--- src/rtl/exp_log.sv ---
`default_nettype none
// ============================================================================
//  Module   : exp_log
//  Purpose  : Integer logarithm. Given base X and value P, computes
//             A = floor(log_X(P)) by repeatedly multiplying an accumulator
//             by X. It does one multiply-and-compare per clock and needs
//             no divider. It also reports whether P is an exact power of X.
//             Uses the same load/start/done handshake as the exponent core.
//  Ports    : i_clk    - clock, rising edge
//             i_rst    - asynchronous active-high reset
//             i_load   - latch i_X / i_P into the operand registers
//             i_start  - begin computation on the latched operands
//             i_X      - base (BASE_W bits)
//             i_P      - value whose logarithm is taken (DATA_W bits)
//             o_done   - result valid; level, held until next load/start
//             o_A      - floor(log_X(P)) (EXP_W bits)
//             o_exact  - 1 when X^o_A == P
//             o_err    - 1 when operands are invalid (X<2 or P==0)
//  Revision : 1.0 - initial release
// ============================================================================
module exp_log #(
  parameter int DATA_W = 15,
  parameter int BASE_W = 4,
  parameter int EXP_W  = 4
) (
  input  logic              i_clk,
  input  logic              i_rst,
  input  logic              i_load,
  input  logic              i_start,
  input  logic [BASE_W-1:0] i_X,
  input  logic [DATA_W-1:0] i_P,
  output logic              o_done,
  output logic [EXP_W-1:0]  o_A,
  output logic              o_exact,
  output logic              o_err
);

  localparam int c_acc_w = DATA_W + BASE_W;
  localparam logic [c_acc_w-1:0] c_acc_one = c_acc_w'(1);
  localparam logic [EXP_W-1:0]   c_cnt_one = EXP_W'(1);
  localparam logic [BASE_W-1:0]  c_base_min = BASE_W'(2);

  typedef enum logic [1:0] {
    IDLE = 2'd0,
    CALC = 2'd1,
    DONE = 2'd2
  } state_t;

  state_t              r_state, w_state_nxt;
  logic [BASE_W-1:0]   r_x, w_x_nxt;
  logic [DATA_W-1:0]   r_p, w_p_nxt;
  logic [c_acc_w-1:0]  r_acc, w_acc_nxt;
  logic [EXP_W-1:0]    r_cnt, w_cnt_nxt;
  logic                r_done, w_done_nxt;
  logic [EXP_W-1:0]    r_a, w_a_nxt;
  logic                r_exact, w_exact_nxt;
  logic                r_err, w_err_nxt;

  logic [c_acc_w-1:0]  w_p_ext;
  logic [c_acc_w-1:0]  w_prod;

  assign w_p_ext = {{BASE_W{1'b0}}, r_p};
  // The multiply only happens while acc < P < 2^DATA_W and X < 2^BASE_W,
  // so the product always fits the accumulator and truncation is lossless.
  assign w_prod  = r_acc * c_acc_w'(r_x);

  // State and datapath registers
  always_ff @(posedge i_clk or posedge i_rst) begin
    if (i_rst) begin
      r_state <= IDLE;
      r_x     <= '0;
      r_p     <= '0;
      r_acc   <= '0;
      r_cnt   <= '0;
      r_done  <= 1'b0;
      r_a     <= '0;
      r_exact <= 1'b0;
      r_err   <= 1'b0;
    end else begin
      r_state <= w_state_nxt;
      r_x     <= w_x_nxt;
      r_p     <= w_p_nxt;
      r_acc   <= w_acc_nxt;
      r_cnt   <= w_cnt_nxt;
      r_done  <= w_done_nxt;
      r_a     <= w_a_nxt;
      r_exact <= w_exact_nxt;
      r_err   <= w_err_nxt;
    end
  end

  // Next-state and next-value logic
  always_comb begin
    w_state_nxt = r_state;
    w_x_nxt     = r_x;
    w_p_nxt     = r_p;
    w_acc_nxt   = r_acc;
    w_cnt_nxt   = r_cnt;
    w_done_nxt  = r_done;
    w_a_nxt     = r_a;
    w_exact_nxt = r_exact;
    w_err_nxt   = r_err;

    case (r_state)
      IDLE: begin
        if (i_load) begin
          w_x_nxt = i_X;
          w_p_nxt = i_P;
        end else if (i_start) begin
          w_acc_nxt   = c_acc_one;
          w_cnt_nxt   = '0;
          w_a_nxt     = '0;
          w_exact_nxt = 1'b0;
          w_err_nxt   = 1'b0;
          w_state_nxt = CALC;
        end
      end

      CALC: begin
        if ((r_x < c_base_min) || (r_p == '0)) begin
          w_err_nxt   = 1'b1;
          w_a_nxt     = '0;
          w_exact_nxt = 1'b0;
          w_done_nxt  = 1'b1;
          w_state_nxt = DONE;
        end else if (r_acc == w_p_ext) begin
          w_a_nxt     = r_cnt;
          w_exact_nxt = 1'b1;
          w_done_nxt  = 1'b1;
          w_state_nxt = DONE;
        end else if (r_acc > w_p_ext) begin
          // Overshoot: cnt >= 1 here because acc starts at 1 <= P.
          w_a_nxt     = r_cnt - c_cnt_one;
          w_exact_nxt = 1'b0;
          w_done_nxt  = 1'b1;
          w_state_nxt = DONE;
        end else begin
          w_acc_nxt = w_prod;
          w_cnt_nxt = r_cnt + c_cnt_one;
        end
      end

      DONE: begin
        if (i_load) begin
          w_x_nxt     = i_X;
          w_p_nxt     = i_P;
          w_done_nxt  = 1'b0;
          w_state_nxt = IDLE;
        end else if (i_start) begin
          w_acc_nxt   = c_acc_one;
          w_cnt_nxt   = '0;
          w_a_nxt     = '0;
          w_exact_nxt = 1'b0;
          w_err_nxt   = 1'b0;
          w_done_nxt  = 1'b0;
          w_state_nxt = CALC;
        end
      end

      default: begin
        w_state_nxt = IDLE;
      end
    endcase
  end

  assign o_done  = r_done;
  assign o_A     = r_a;
  assign o_exact = r_exact;
  assign o_err   = r_err;

endmodule
`default_nettype wire

--- config.mk ---
export PLATFORM = sky130hd
export DESIGN_NAME = exp_log
export DESIGN_NICKNAME = d
export VERILOG_FILES = /design/src/rtl/exp_log.sv
export SDC_FILE = /design/constraint.sdc
export NUM_CORES = 1
export LEC_CHECK = 0
export ABC_CLOCK_PERIOD_IN_PS = 3650
export BUFFER_PORTS_ARGS = -buffer_cell sky130_fd_sc_hd__buf_2
export CORE_MARGIN = 2
export CORE_UTILIZATION = 57
export CTS_BUF_LIST = sky130_fd_sc_hd__clkbuf_8
export CTS_CLUSTER_DIAMETER = 40
export DETAILED_ROUTE_END_ITERATION = 16
export HOLD_SLACK_MARGIN = 0.06
export PLACE_DENSITY_LB_ADDON = 0.05
export SLEW_MARGIN = 5
export SYNTH_ARGS = -nofsm -noshare
export SYNTH_HDL_FRONTEND = slang
export SYNTH_SLANG_ARGS = --single-unit
--- constraint.sdc ---
create_clock -name i_clk -period 3.65 [get_ports i_clk]
set_clock_uncertainty 0.15 [all_clocks]
set_input_delay 0 -clock i_clk [delete_from_list [all_inputs] [get_ports i_clk]]
set_output_delay 0 -clock i_clk [all_outputs]
set_load 0.05 [all_outputs]
# ---- Yosys cells after proc, flatten, opt, wreduce, memory -nomap -nowiden
# Index checks and enable logic that the tools add are counted.
dict set report word_totals {
  register_bits 51
  in_bits 23
  output_inout_bits 7
  wordCells 74
}
dict set report op_classes {
  n_addsub 2
  mul 1
  n_lt_le_gt_ge 2
  n_eq_ne 12
  muxes 36
  reduce_logical 12
}
# operator n
set op_table {}
lappend op_table {{two-way mux 19 bit} 5}
lappend op_table {{one-hot mux 19 bit (2 select lines)} 1}
lappend op_table {{two-way mux 4 bit} 8}
lappend op_table {{== test 19 x 15 -> 1 bit} 1}
lappend op_table {{> comparator 19 x 15 -> 1 bit} 1}
lappend op_table {{multiplier 19 x 4 -> 19 bit} 1}
lappend op_table {{one-hot mux 4 bit (2 select lines)} 2}
lappend op_table {{logical NOT 15 bit} 1}
lappend op_table {{two-way mux 2 bit} 6}
lappend op_table {{inequality test 2 bit (second input constant)} 6}
lappend op_table {{two-way mux 1 bit} 10}
lappend op_table {{AND reduction 4 bit} 2}
lappend op_table {{one-hot mux 1 bit (2 select lines)} 3}
lappend op_table {{one-hot mux 2 bit (3 select lines)} 1}
lappend op_table {{AND reduction 6 bit} 1}
lappend op_table {{adder 4 x 1 -> 4 bit (second input constant)} 1}
lappend op_table {{less-than comparator 4 x 2 -> 1 bit (second input constant)} 1}
lappend op_table {{inequality test 4 bit (second input constant)} 1}
lappend op_table {{AND reduction 2 bit} 2}
lappend op_table {{nonzero test 2 bit} 2}
lappend op_table {{subtractor 4 x 1 -> 4 bit (second input constant)} 1}
lappend op_table {{inequality test 3 bit (second input constant)} 1}
lappend op_table {{AND reduction 3 bit} 1}
lappend op_table {{== test 2 x 1 -> 1 bit (second input constant)} 1}
lappend op_table {{5 further kinds} 5}

# ---- Depth between registers and ports, before layout
# Gate-level depths: netlist (run 1).
dict set report logic_depth {
  depth_word 5
  depth_mapped 14
  ltp_nobuf 12
}

# ---- Worst setup path after synthesis (run 1)
# Ideal clock, no wire load.
dict set report synth_path {
  path_kind {reg-to-reg}
  from {register r_x[2]}
  to {register r_acc[18]}
  setup_time_ps 95
  arrival_time_ps 3367
  required_ps 3405
  setup_slack_ps 38
  stages_incl_launch_ff 15
  n_path_buf 2
  period_less_slack_ps 3612
  cell_sequence {dfrtp_1 clkbuf_1 clkbuf_1 nand2_1 fa_1 inv_1 fa_1 inv_1 fa_1 nand2b_1 a21oi_1 o211a_1 o211ai_1 and3_1 o31ai_1}
}
dict set report synth_between {
  elab_chain_cells 5
  word_cells_on_any_way 9
  cone_classes {1 x mul; 1 x order compare; 1 x eq/ne; 4 x mux; 2 x reduce/logical}
}
# item line
set synth_lines {}
lappend synth_lines {{from (decl)} 50} ;# logic [BASE_W-1:0] r_x, w_x_nxt;
lappend synth_lines {{from (signal assigned)} 81} ;# r_x <= w_x_nxt;
lappend synth_lines {{multiplier 19 x 4 -> 19 bit} 65} ;# assign w_prod = r_acc * c_acc_w'(r_x);
lappend synth_lines {{two-way mux 19 bit} 131} ;# end else if (r_acc > w_p_ext) begin
lappend synth_lines {{two-way mux 19 bit} 126} ;# end else if (r_acc == w_p_ext) begin
lappend synth_lines {{two-way mux 19 bit} 120} ;# if ((r_x < c_base_min) || (r_p == '0)) begin
lappend synth_lines {{one-hot mux 19 bit (2 select lines)} 104} ;# case (r_state)
lappend synth_lines {{to (signal assigned)} 83} ;# r_acc <= w_acc_nxt;
lappend synth_lines {{to (decl)} 52} ;# logic [c_acc_w-1:0] r_acc, w_acc_nxt;
# Parallel ways exist; a longest one is shown, timed or not. The select of a mux whose other input is x is not followed.
# A chain may end at the register's enable or synchronous reset.

# ---- Worst setup path in the final report (run 1)
dict set report layout_path {
  from {register r_x[2]}
  to {register r_acc[17]}
}
# The elaborated chain is that of the path after synthesis.

==> out/results.txt, run 1 <==
clock insertion delay at the later pin of the skew report - 0.33 ns
PD cells - 681 nW/um^2
Multi-input gate area - 3090 um^2
post-route antenna net violation count - 0
Ys Warns - 0
placer congestion estimate - 0.876
endpoint arrival time on the critical path - 3.62 ns
Initial Utilization - 58.7%
number of failing setup endpoints in the final timing report - 0
cell type with the largest total area after synthesis - sky130_fd_sc_hd__dfrtp_1
launch point of the worst reg-to-reg path - r_x[2]
number of fillers in the final layout - 602
TritonCTS sink count - 51
Syn-to-layout area delta - 22.7%
standby leakage power - 2.66 nW
largest voltage drop on the vdd net - 0.379 mV
total overflow reported by the global router - 0
aggregate routed wire length - 11.2 mm
Hold Crit Depth - 4
global routing usage summed across all routing layers - 27.0%
Die X-Extent - 93.2 um
Ant. Diodes - 0
result of the run - finished clean
number of enable flip-flop cells after synthesis - 0
power share of the sequential group - 25.5%
portion of total power attributed to the clock network - 9.4%
via count - 3,844
Main synth FF type - sky130_fd_sc_hd__dfrtp_1
max_cap viols - 0
Async SR Flop Fraction - 100%
Post-Syn Instances - 527
average cell area after synthesis - 8.60 um^2
slew margin rel. - 53.1%
power share of the combinational group - 65.0%
number of buffers created by CTS - 5
library cells used by synthesis - 45
total iterations of the first detailed-routing run - 4
flop and latch count out of synthesis - 51
Crit Path Class - reg2reg
sort of element at the start of the critical path - flop
wire length per cell after detailed routing - 15.8 um
commonest non-fill, non-tap cell in the layout - sky130_fd_sc_hd__inv_1
crit path launch - r_x[2]
net total in the final layout - 693
die area - 8680 um^2
remaining design rule violation count - 0
worst min-delay path category - in2reg
max-slew violations - 0
area share of the largest cell type after synthesis - 28.2%
buffer levels on the longest clock path - 2
peak fanout along the critical path - 8
R2R Path End - r_acc[17]
row count - 32
Core Util, Final - 72.0%
internal power component - 2.01 mW
first-pass GRT wire length - 18.4 mm
critical path required time - 3.73 ns
nets in the synthesized netlist - 617
Clock transition at path regs - 0.11 ns
WHS Endpoint - r_p[3]
placed wire-length estimate - 7.85 mm
CTS root buf - sky130_fd_sc_hd__clkbuf_8
sequential cell area - 1280 um^2
detailed-route vias per instance - 5.44
maximum number of pins on one net before global-route repair - 52
switching power total - 1.78 mW
Switching Share - 46.9%
Hold Crit Start - i_P[3]
H-tree levels - 2
post-synthesis cell area - 4530 um^2
final count of hold timing violations - 0
Tmin final - 3.54 ns
Setup crit end kind - flop
antenna violations before repair - 0
transition time at the pin with the least slew margin - 0.697 ns
achievable clock frequency - 0.282 GHz
most used cells in the layout excluding fill and tap cells - sky130_fd_sc_hd__inv_1, sky130_fd_sc_hd__nand2_1, sky130_fd_sc_hd__dfrtp_1
CTS tree - done
R2R cell count - 12
share of the yosys chip area belonging to registers - 28.2%
final hold slack - 0.258 ns
post-route clock period utilization - 97.1%
number of global-route vias before repair - 3,940
Port Buffer Count - 29
Die Height - 93.2 um
IO Count - 30
Iter 0 DRT Violations - 209
placeable core region - 7730 um^2
cells taking the most area after synthesis - sky130_fd_sc_hd__dfrtp_1, sky130_fd_sc_hd__fa_1, sky130_fd_sc_hd__ha_1, sky130_fd_sc_hd__inv_1, sky130_fd_sc_hd__and2_1
fraction of layout instances using a drive strength above 1 - 20.4%
setup slack on the worst flop-to-flop path - 0.11 ns
==> cells by family (layout without fill, tap and decap cells) <==
kind of cell | count (synthesis) | in the layout | share of synthesized area [%]
AOI/OAI and AO/OA | 99 | 99 | 13.0
DFF | 51 | 51 | 28.2
adders and majority gates | 67 | 67 | 23.6
xor gates and xnor gates | 18 | 18 | 3.48
buffers and inverters | 98 | 175 | 8.11
muxes | 13 | 13 | 3.15
and+or+nand+nor | 181 | 181 | 20.5
==> sequential cells by signal (all words and copies together) (netlist names) <==
name	flops
r_x	4
r_cnt	4
o_done	1
r_acc	19
o_A	4
r_state	2
o_err	1
o_exact	1
r_p	15
==> Yosys cell counts (6+ instances only) <==
| cell | count |
|---|---|
| sky130_fd_sc_hd__nand2_1 | 56 |
| sky130_fd_sc_hd__mux2_2 | 10 |
| sky130_fd_sc_hd__fa_1 | 31 |
| sky130_fd_sc_hd__nor2_1 | 20 |
| sky130_fd_sc_hd__nand3_1 | 23 |
| sky130_fd_sc_hd__xor2_1 | 7 |
| sky130_fd_sc_hd__and2_1 | 48 |
| sky130_fd_sc_hd__dfrtp_1 | 51 |
| sky130_fd_sc_hd__ha_1 | 36 |
| sky130_fd_sc_hd__inv_1 | 81 |
| sky130_fd_sc_hd__a21o_1 | 6 |
| sky130_fd_sc_hd__clkbuf_1 | 16 |
| sky130_fd_sc_hd__a21oi_1 | 27 |
| sky130_fd_sc_hd__o21ai_0 | 43 |
| sky130_fd_sc_hd__xnor2_1 | 11 |
==> layout make-up <==
cell class / count / share of cell area, %
clock buffer: 5 / 1.24
inverter: 81 / 5.47
clock inverter: 3 / 0.405
sequential: 51 / 23.0
tap: 102 / 2.30
timing repair buffer: 86 / 11.9
multi-input combinational: 378 / 55.6
==> routing by layer <==
layer  global-route usage, %  wire [um]  vias to the layer above
met2                    50.2       5880                       44
met3                    3.06        192                       12
met5                       0          0                        -
met1                    33.6       4940                     1910
li1                        -          -                     1878
met4                    6.25        152                        0
==> worst max-delay path, cell delays in order (launching register included) <==
cell and delay, ns:
sky130_fd_sc_hd__dfrtp_2 0.48, sky130_fd_sc_hd__buf_12 0.16, sky130_fd_sc_hd__and2_1 0.17, sky130_fd_sc_hd__fa_1 0.51
sky130_fd_sc_hd__inv_1 0.06, sky130_fd_sc_hd__fa_1 0.53, sky130_fd_sc_hd__inv_1 0.06, sky130_fd_sc_hd__ha_4 0.29
sky130_fd_sc_hd__nand3_1 0.10, sky130_fd_sc_hd__or3_1 0.36, sky130_fd_sc_hd__a21o_1 0.17, sky130_fd_sc_hd__and3b_1 0.18
sky130_fd_sc_hd__o31ai_1 0.22
==> power groups by stage <==
stage	clock network (mW)	logic [mW]	registers, mW
6_report	0.356	2.46	0.967
5_1_grt	0.387	2.78	0.996
4_1_cts	0.365	2.06	0.960
3_5_place_dp	0	2.03	0.972
3_3_place_gp	0	1.97	0.963
2_1_floorplan	0	1.46	0.969
==> repair_timing <==
item,in CTS,in global routing
resized for setup,1,49
pin swaps,0,27
cloned,0,1
hold endpoints to repair,76,0
hold buffers,23,0
setup buffers,0,12
setup endpoints to repair,2,8
==> through the flow <==
| stage | cells | TNS (ns) | worst slack (ns) | power [mW] | instance area, um^2 |
|---|---|---|---|---|---|
| 2_1_floorplan | 527 | 0 | 0.0376 | 2.42 | 4530 |
| 6_report | 706 | 0 | 0.106 | 3.79 | 5560 |
| 3_3_place_gp | 662 | 0 | 0.0978 | 2.93 | 4910 |
| 5_1_grt | 706 | -0.0640 | -0.0339 | 4.16 | 5560 |
| 4_1_cts | 693 | 0 | 0.00623 | 3.39 | 5240 |
| 3_5_place_dp | 662 | 0 | 0.00340 | 3.00 | 4910 |
==> worst max-delay path by stage <==
stage	endpoint	slack, ns	cells after the start
2_1_floorplan	r_acc[18]	0.04	14
3_3_place_gp	r_acc[15]	0.1	13
3_5_place_dp	r_acc[17]	0.003	13
4_1_cts	r_acc[18]	0.006	12
5_1_grt	r_acc[18]	-0.03	13
6_report	r_acc[17]	0.11	12
(Power assumes the default switching activity.)
==> inputs of run 2 (changes only) <==
BUFFER_PORTS_ARGS = -buffer_cell sky130_fd_sc_hd__clkbuf_2   (was -buffer_cell sky130_fd_sc_hd__buf_2)
==> out/results.txt, run 2 (synthesis gave the netlist of run 1 again) <==
Area after DPL - 4920 um^2
H-tree levels - 2
max FFs per register - 19
endpoint arrival time on the critical path - 3.66 ns
PnR worst setup slack - 0.0740 ns
Die X-Extent - 93.2 um
via count - 3,869
slew margin rel. - 52.5%
total overflow reported by the global router - 0
first-pass GRT wire length - 18.4 mm
Die Height - 93.2 um
maximum number of pins on one net before global-route repair - 52
Crit Path Class - reg2reg
IO Count - 30
launch point of the worst reg-to-reg path - r_x[1]
Ant. Diodes - 0
final hold slack - 0.220 ns
number of failing setup endpoints in the final timing report - 0
PD cells - 689 nW/um^2
row count - 32
largest voltage drop on the vdd net - 0.382 mV
Core Util, Final - 72.2%
Tmin final - 3.58 ns
R2R Path End - r_acc[18]
Placed Instances - 663
post-route antenna net violation count - 0
number of fillers in the final layout - 610
clock insertion delay at the later pin of the skew report - 0.33 ns
antenna violations before repair - 0
final design instance area without fill - 5580 um^2
worst min-delay path category - in2async
TritonCTS sink count - 51
post-route clock period utilization - 98.0%
Final Instance Count excl. Fillers - 705
total iterations of the first detailed-routing run - 5
post-layout power - 3.84 mW
final count of hold timing violations - 0
commonest non-fill, non-tap cell in the layout - sky130_fd_sc_hd__inv_1
Place WS - 0.0277 ns
registers with the most flip-flops - r_acc (19), r_p (15)
standby leakage power - 2.67 nW
die area - 8680 um^2
buffer levels on the longest clock path - 2
aggregate routed wire length - 11.5 mm
wire length per cell after detailed routing - 16.3 um
max_cap viols - 0
placer congestion estimate - 0.824
setup slack on the worst flop-to-flop path - 0.07 ns
fraction of layout instances using a drive strength above 1 - 19.7%
achievable clock frequency - 0.280 GHz
Syn-to-layout area delta - 23.0%
result of the run - finished clean
peak fanout along the critical path - 6
R2R cell count - 13
Multi-input gate area - 3110 um^2
critical path required time - 3.73 ns
Clock transition at path regs - 0.11 ns
remaining design rule violation count - 0
sequential cell area - 1280 um^2
number of buffers created by CTS - 5
Initial Utilization - 58.7%
global routing usage summed across all routing layers - 26.9%
CTS tree - done
Largest Register - r_acc
placeable core region - 7730 um^2
max-slew violations - 0
transition time at the pin with the least slew margin - 0.707 ns
sum of negative setup slack - 0 ns
Setup crit end kind - flop
number of global-route vias before repair - 3,912
sort of element at the start of the critical path - flop
CTS root buf - sky130_fd_sc_hd__clkbuf_8
placed wire-length estimate - 8.02 mm
net total in the final layout - 692
detailed-route vias per instance - 5.49
Port Buffer Count - 29
Iter 0 DRT Violations - 161
most used cells in the layout excluding fill and tap cells - sky130_fd_sc_hd__inv_1, sky130_fd_sc_hd__nand2_1, sky130_fd_sc_hd__dfrtp_1
==> run 2: cell types whose count changed in the layout (fill, tap and decap cells not counted), moves of 3 or more <==
cell and delta:
sky130_fd_sc_hd__and2_1 +3, sky130_fd_sc_hd__and2_4 -3, sky130_fd_sc_hd__buf_2 -29, sky130_fd_sc_hd__clkbuf_2 +29
sky130_fd_sc_hd__inv_1 +3
==> run 2: worst max-delay path, cell delays in order, from the launching register on <==
cell and delay, ns:
sky130_fd_sc_hd__dfrtp_1 0.45, sky130_fd_sc_hd__buf_4 0.18, sky130_fd_sc_hd__and2_1 0.14, sky130_fd_sc_hd__fa_1 0.47, sky130_fd_sc_hd__inv_1 0.06, sky130_fd_sc_hd__fa_1 0.53, sky130_fd_sc_hd__inv_1 0.07, sky130_fd_sc_hd__ha_4 0.26
sky130_fd_sc_hd__o211ai_1 0.29, sky130_fd_sc_hd__a21oi_4 0.07, sky130_fd_sc_hd__o211a_4 0.26, sky130_fd_sc_hd__o211ai_1 0.22, sky130_fd_sc_hd__a21oi_1 0.10, sky130_fd_sc_hd__o31ai_1 0.22
==> run 2: cell type report <==
type	count	area share, %
clock buffers	5	1.23
clock inverters	3	0.763
inverters	81	5.45
multi-input cells	378	55.8
flip-flops and latches	51	22.9
well taps	102	2.29
repair buffers	85	11.6
==> run 2: where the power goes <==
part	internal, mW	leakage [nW]	switching (mW)
combinational	1.08	1.96	1.37
clock	0.205	0.0599	0.225
sequential	0.755	0.654	0.212
total	2.04	2.67	1.80
==> run 2: worst max-delay path by stage <==
stage	slack, ns	cells after the start	from	endpoint
2_1_floorplan	0.04	14	r_x[2]	r_acc[18]
3_3_place_gp	0.11	12	r_x[3]	r_acc[17]
3_5_place_dp	0.03	12	r_x[3]	r_acc[18]
4_1_cts	0.01	13	r_x[2]	r_acc[18]
5_1_grt	-0.04	12	r_x[3]	r_acc[17]
6_report	0.07	13	r_x[1]	r_acc[18]
==> run 2: layer usage <==
layer	share of wire, %	track usage [%]
met5	0	0
met4	1.3	4.66
met3	3.2	3.06
met2	52	49.5
met1	43	34.5
==> run 2: what timing repair did <==
action / 4_1_cts / 5_1_grt
setup buffers: 0 / 10
hold endpoints to repair: 76 / 0
hold buffers: 23 / 0
gates cloned: 0 / 1
pin swaps: 0 / 16
resized for setup: 1 / 51
setup endpoints to repair: 1 / 9
